--- src/rtl/rf_io_ctrl.sv ---
// rf_io_ctrl: register-mapped I/O controller on SPI chip-select slot 1.
// Decodes fetch/load strobes into a small register file and drives LEDs,
// PMOD, mixer controls and the RF front-end switch/LNA-shutdown lines.
// Optional feature macro: IOC_INPUT_SYNC_EN adds a two-flop synchronizer
// on the button and configuration-strap inputs.
module rf_io_ctrl #(
  parameter logic [7:0] VERSION = 8'h01
) (
  input  logic       i_sys_clk,
  input  logic       i_rst_b,
  input  logic [4:0] i_ioc,
  input  logic [7:0] i_data_in,
  output logic [7:0] o_data_out,
  input  logic       i_cs,
  input  logic       i_fetch_cmd,
  input  logic       i_load_cmd,
  input  logic       i_button,
  input  logic [3:0] i_config,
  output logic       o_led0,
  output logic       o_led1,
  output logic [7:0] o_pmod,
  output logic       o_mixer_fm,
  output logic       o_mixer_en,
  output logic       o_rx_h_tx_l,
  output logic       o_rx_h_tx_l_b,
  output logic       o_tr_vc1,
  output logic       o_tr_vc1_b,
  output logic       o_tr_vc2,
  output logic       o_shdn_rx_lna,
  output logic       o_shdn_tx_lna
);

  localparam logic [4:0] ADDR_VERSION = 5'h00;
  localparam logic [4:0] ADDR_LED     = 5'h01;
  localparam logic [4:0] ADDR_PMOD    = 5'h02;
  localparam logic [4:0] ADDR_INPUTS  = 5'h03;
  localparam logic [4:0] ADDR_MIXER   = 5'h04;
  localparam logic [4:0] ADDR_RF_MODE = 5'h05;

  typedef enum logic [2:0] {
    MODE_LOW_PWR    = 3'd0,
    MODE_RX_BYPASS  = 3'd1,
    MODE_RX_LOWPASS = 3'd2,
    MODE_RX_HIPASS  = 3'd3,
    MODE_TX_BYPASS  = 3'd4,
    MODE_TX_LOWPASS = 3'd5,
    MODE_TX_HIPASS  = 3'd6,
    MODE_SPARE      = 3'd7
  } rf_mode_e;

  logic [1:0] led_q, led_d;
  logic [7:0] pmod_q, pmod_d;
  logic       mixer_fm_q, mixer_fm_d;
  logic [2:0] mode_q, mode_d;
  logic [7:0] data_out_q, data_out_d;
  logic [4:0] inputs_s;
  logic [7:0] rd_val;
  logic       wr_en;
  logic       rd_en;

`ifdef IOC_INPUT_SYNC_EN
  logic [4:0] sync_meta_q, sync_meta_d;
  logic [4:0] sync_out_q, sync_out_d;

  // Two-stage synchronizer shift for {config, button}
  always_comb begin
    sync_meta_d = {i_config, i_button};
    sync_out_d  = sync_meta_q;
  end

  // Synchronizer flops, cleared on reset
  always_ff @(posedge i_sys_clk or negedge i_rst_b) begin
    if (!i_rst_b) begin
      sync_meta_q <= 5'd0;
      sync_out_q  <= 5'd0;
    end else begin
      sync_meta_q <= sync_meta_d;
      sync_out_q  <= sync_out_d;
    end
  end

  assign inputs_s = sync_out_q;
`else
  assign inputs_s = {i_config, i_button};
`endif

  assign wr_en = i_cs & i_load_cmd;
  assign rd_en = i_cs & i_fetch_cmd;

  // Read mux over current register contents (a same-cycle write is not yet visible)
  always_comb begin
    rd_val = 8'h00;
    case (i_ioc)
      ADDR_VERSION: rd_val = VERSION;
      ADDR_LED:     rd_val = {6'd0, led_q};
      ADDR_PMOD:    rd_val = pmod_q;
      ADDR_INPUTS:  rd_val = {3'd0, inputs_s};
      ADDR_MIXER:   rd_val = {7'd0, mixer_fm_q};
      ADDR_RF_MODE: rd_val = {5'd0, mode_q};
      default:      rd_val = 8'h00;
    endcase
  end

  // Next-state for RW registers and the read-data holding register
  always_comb begin
    led_d      = led_q;
    pmod_d     = pmod_q;
    mixer_fm_d = mixer_fm_q;
    mode_d     = mode_q;
    data_out_d = data_out_q;
    if (wr_en) begin
      case (i_ioc)
        ADDR_LED:     led_d      = i_data_in[1:0];
        ADDR_PMOD:    pmod_d     = i_data_in;
        ADDR_MIXER:   mixer_fm_d = i_data_in[0];
        ADDR_RF_MODE: mode_d     = i_data_in[2:0];
        default:      ;
      endcase
    end
    if (rd_en) begin
      data_out_d = rd_val;
    end
  end

  // Register file and read-data flops with asynchronous clear
  always_ff @(posedge i_sys_clk or negedge i_rst_b) begin
    if (!i_rst_b) begin
      led_q      <= 2'd0;
      pmod_q     <= 8'h00;
      mixer_fm_q <= 1'b0;
      mode_q     <= 3'd0;
      data_out_q <= 8'h00;
    end else begin
      led_q      <= led_d;
      pmod_q     <= pmod_d;
      mixer_fm_q <= mixer_fm_d;
      mode_q     <= mode_d;
      data_out_q <= data_out_d;
    end
  end

  // RF front-end decode straight from the mode flops so reset lands in LOW_PWR at once
  always_comb begin
    o_rx_h_tx_l   = 1'b1;
    o_tr_vc1      = 1'b0;
    o_tr_vc2      = 1'b0;
    o_shdn_rx_lna = 1'b1;
    o_shdn_tx_lna = 1'b1;
    o_mixer_en    = 1'b0;
    case (rf_mode_e'(mode_q))
      MODE_RX_BYPASS: begin
        o_tr_vc1 = 1'b1; o_shdn_rx_lna = 1'b0;
      end
      MODE_RX_LOWPASS: begin
        o_tr_vc2 = 1'b1; o_shdn_rx_lna = 1'b0; o_mixer_en = 1'b1;
      end
      MODE_RX_HIPASS: begin
        o_tr_vc1 = 1'b1; o_tr_vc2 = 1'b1; o_shdn_rx_lna = 1'b0; o_mixer_en = 1'b1;
      end
      MODE_TX_BYPASS: begin
        o_rx_h_tx_l = 1'b0; o_tr_vc1 = 1'b1; o_shdn_tx_lna = 1'b0;
      end
      MODE_TX_LOWPASS: begin
        o_rx_h_tx_l = 1'b0; o_tr_vc2 = 1'b1; o_shdn_tx_lna = 1'b0; o_mixer_en = 1'b1;
      end
      MODE_TX_HIPASS: begin
        o_rx_h_tx_l = 1'b0; o_tr_vc1 = 1'b1; o_tr_vc2 = 1'b1; o_shdn_tx_lna = 1'b0;
        o_mixer_en = 1'b1;
      end
      default: ;
    endcase
  end

  assign o_rx_h_tx_l_b = ~o_rx_h_tx_l;
  assign o_tr_vc1_b    = ~o_tr_vc1;
  assign o_data_out    = data_out_q;
  assign o_led0        = led_q[0];
  assign o_led1        = led_q[1];
  assign o_pmod        = pmod_q;
  assign o_mixer_fm    = mixer_fm_q;

endmodule

--- config.mk ---
export PLATFORM = sky130hd
export DESIGN_NAME = rf_io_ctrl
export DESIGN_NICKNAME = d
export VERILOG_FILES = /design/src/rtl/rf_io_ctrl.sv
export SDC_FILE = /design/constraint.sdc
export NUM_CORES = 1
export LEC_CHECK = 0
export ABC_AREA = 0
export BUFFER_PORTS_ARGS = -buffer_cell sky130_fd_sc_hd__buf_2
export CAP_MARGIN = 20
export CELL_PAD_IN_SITES_DETAIL_PLACEMENT = 2
export CELL_PAD_IN_SITES_GLOBAL_PLACEMENT = 2
export CORE_ASPECT_RATIO = 0.8
export CORE_MARGIN = 2
export CORE_UTILIZATION = 29
export DETAILED_ROUTE_END_ITERATION = 12
export GPL_TIMING_DRIVEN = 0
export PLACE_DENSITY = 0.86
export SLEW_MARGIN = 20
export SYNTH_ARGS = -nofsm -noshare
export SYNTH_HDL_FRONTEND = slang
export SYNTH_SLANG_ARGS = --single-unit
export TNS_END_PERCENT = 10
--- constraint.sdc ---
create_clock -name i_sys_clk -period 3 [get_ports i_sys_clk]
set_input_delay 0.6 -clock i_sys_clk [delete_from_list [all_inputs] [get_ports i_sys_clk]]
set_output_delay 0.6 -clock i_sys_clk [all_outputs]
set_load 0.01 [all_outputs]
==> results.md <==
* Largest family of logic cells by synthesized area: multiplexers
* Buffer depth of the longest clock path at 2
* Routability congestion estimate at 0.893
* DR WL/cell at 17.4 um
* Critical Path Fanout Max at 6
* Routed WL at 3260 um
* Critical path launch point type: flop
* Critical Path End Type: primary output
* Post-CTS Resized at 0
* Max-capacitance violation count at 0
* Post-Synth Simple-Gate Area at 15.5%
* Final Cycle Share at 61.9%
* Top post-synthesis cells by area: dfrtp_1, mux2_2, a22o_1
* Asr flop ratio synth at 100%
* Critical path class: reg2out
* R2R depth at 4
* Worst-Margin Slew at 497 ps
* Final Max Slew Viols at 0
* Ports at 50
* Leak at 0.724 nW
* Arrival @ worst endpoint at 1260 ps
* Setup Skew at 2.41 ps
* Vias/cell at 5.10
* Starting Density at 30.9%
* Share of cells above drive strength 1 at 49.7%
* Vias in the first global route at 1118
* Chip Height at 58.5 um
* Detailed Routing Iterations Pass 1 at 4
* Synth Area in Compound Gates at 11.7%
* RSZ-0062 raised after global routing: no
* First-pass GRT wire length at 5560 um
* Synthesized-area fraction occupied by adder cells at 0%
* Area delta synth->final at 31.4%
* XOR/XNOR Fraction of Synth Area at 1.62%
* Skew-Pair Late Insertion Delay at 260 ps
* Gate Count Post-Synth at 93
* R2r setup slk at 1670 ps
* Largest net degree at the start of global routing at 23
* Synthesized area at 1080 sq um
* Worst R2R End: o_data_out[0]$_DFFE_PN0P_
* Hold Crit Class: in2async
* Setup Viol. Count Final at 0
* Drt drc at 0
* Post-route ant nets at 0
* Post-synth net total at 116
* Minimum clock period at 1860 ps
* Fmax at 538 MHz
* Synthesized area per cell at 11.6 sq um
* Core area at 3490 sq um
* CTS tree: built
* Detailed Place HPWL at 2670 um
* Critical R2R Launch: o_pmod[0]$_DFFE_PN0P_
* Total global-route track usage at 17.2%
* GR Overflow Total at 0
* Yosys top cell by area: dfrtp_1
* Row cnt at 19
* Cts hold-fix bufs at 0
* Unique cell type count in the Yosys netlist at 32
* Die Wd at 72.2 um
* Root Buffer: clkbuf_8
* Outcome: completed
* Final-report hold violation count at 0
* Setup TNS at 0 ps
* Final net count at 170
* Power per cell area at 488 nW/um^2
* Post-synthesis register bit count at 22
* Initial detailed-routing violation count at 27
* Yosys Warn Count at 0
* Clock sink count at 22
* Via count at 954
* Setup bufs post-CTS at 0
* Cts bufs inserted at 3
* Port bufs at 49
* Worst Path Required at 2400 ps
* Post-synth top area share at 51.0%
* Primary FF master, synth: dfrtp_1
* Sequential share of the synthesized area at 51.0%
* Die ar. at 4230 sq um
* H-tree levels at 1
* Final core occ at 40.6%
* Worst-path clk slew at 80 ps
* Peak VDD IR at 0.228 mV
* Initial antenna violation count at 0
* Antenna diode count at 0
* EDFF count, synth at 0
* Mux share of post-synthesis cell area at 16.5%
* Slew headroom at 66.9%
==> power breakdown <==
| part | leakage (nW) | switching (mW) | internal, mW | total, mW |
|---|---|---|---|---|
| sequential | 0.297 | 0.0265 | 0.323 | 0.350 |
| clock | 0.0216 | 0.0927 | 0.0897 | 0.182 |
| combinational | 0.405 | 0.0826 | 0.0768 | 0.159 |
| total | 0.724 | 0.202 | 0.489 | 0.691 |
==> worst max path at each step <==
stage	depth (start not counted)	end	slack, ps	start
2_1_floorplan	5	o_pmod[0]$_DFFE_PN0P_	1300	i_ioc[4]
3_3_place_gp	6	o_pmod[4]$_DFFE_PN0P_	1050	i_ioc[4]
3_5_place_dp	6	o_pmod[7]$_DFFE_PN0P_	930	i_ioc[4]
4_1_cts	4	o_tr_vc2	1100	mode_q[2]$_DFFE_PN0P_
5_1_grt	4	o_tr_vc2	1000	mode_q[2]$_DFFE_PN0P_
6_report	4	o_tr_vc2	1140	mode_q[2]$_DFFE_PN0P_
==> Yosys cell counts (2+ instances only) <==
master     n
dfrtp_1   22
mux2_2    14
nand2_1    7
o21ai_0    6
nor2b_1    5
a22o_1     4
buf_4      3
a32oi_1    2
and3_1     2
inv_1      2
mux2i_1    2
nand3_1    2
nand3b_1   2
nor4_1     2
==> area by class of cell <==
type	count	area [sq um]
Sequential cell	22	551
Multi-Input combinational cell	64	489
Timing Repair Buffer	49	245
Buffer	5	31.3
Clock buffer	3	41.3
Tap cell	42	52.6
Fill cell	400	2080
Inverter	2	7.51
==> through the flow <==
step                instances  hold WS (ps)  power [mW]  area, sq um  setup slack [ps]
floorplan                  93           304       0.429         1080              1300
global placement          184           469       0.506         1380              1050
detailed placement        184           479       0.518         1380               933
CTS                       187           311       0.704         1420              1100
global route              187           334       0.732         1420              1000
finish                    187           295       0.691         1420              1140
==> registers in the layout (all words and copies together) (netlist names) <==
register    count
o_data_out      8
o_pmod          8
mode_q          3
led_q           2
o_mixer_fm      1
==> cell families after synthesis <==
group	Yosys count
and+or+nand+nor	28
DFF	22
AOI/OAI and AO/OA	18
muxes	16
buffers and inverters	7
xor gates and xnor gates	2
==> critical path, stage by stage, from the launching register on <==
cell	delay, ps
dfrtp_1	450
nand2_1	100
xnor2_1	190
buf_4	130
buf_2	120
==> routing by layer <==
metal | track usage [%] | share of wire (%) | vias to the layer above
met1 | 22.3 | 44 | 473
li1 | - | - | 443
met2 | 28.3 | 48 | 33
met5 | 0 | 0 | -
met4 | 4.31 | 1.2 | 0
met3 | 4.97 | 6.7 | 5
==> cell usage in the layout, fill, tap and decap left out <==
cell	count
a2111oi_0	1
a22o_1	4
and3_1	2
nor2b_1	5
nand4b_1	1
clkbuf_1	1
clkbuf_8	3
a32oi_1	2
a31oi_1	1
mux2i_1	2
nor2_1	1
a22oi_1	1
or4_4	1
nand2b_1	1
nor3b_1	1
a21oi_1	1
a221oi_1	1
nor2_4	1
nand2_1	7
nor4_1	2
xor2_1	1
and2_1	1
dfrtp_1	22
buf_4	3
nor3_1	1
nand3b_1	2
inv_1	2
mux2_2	14
xnor2_1	1
nand3_1	2
buf_2	50
o21ai_0	6
o21bai_1	1
Note: power is estimated with default switching activity, not from simulation.
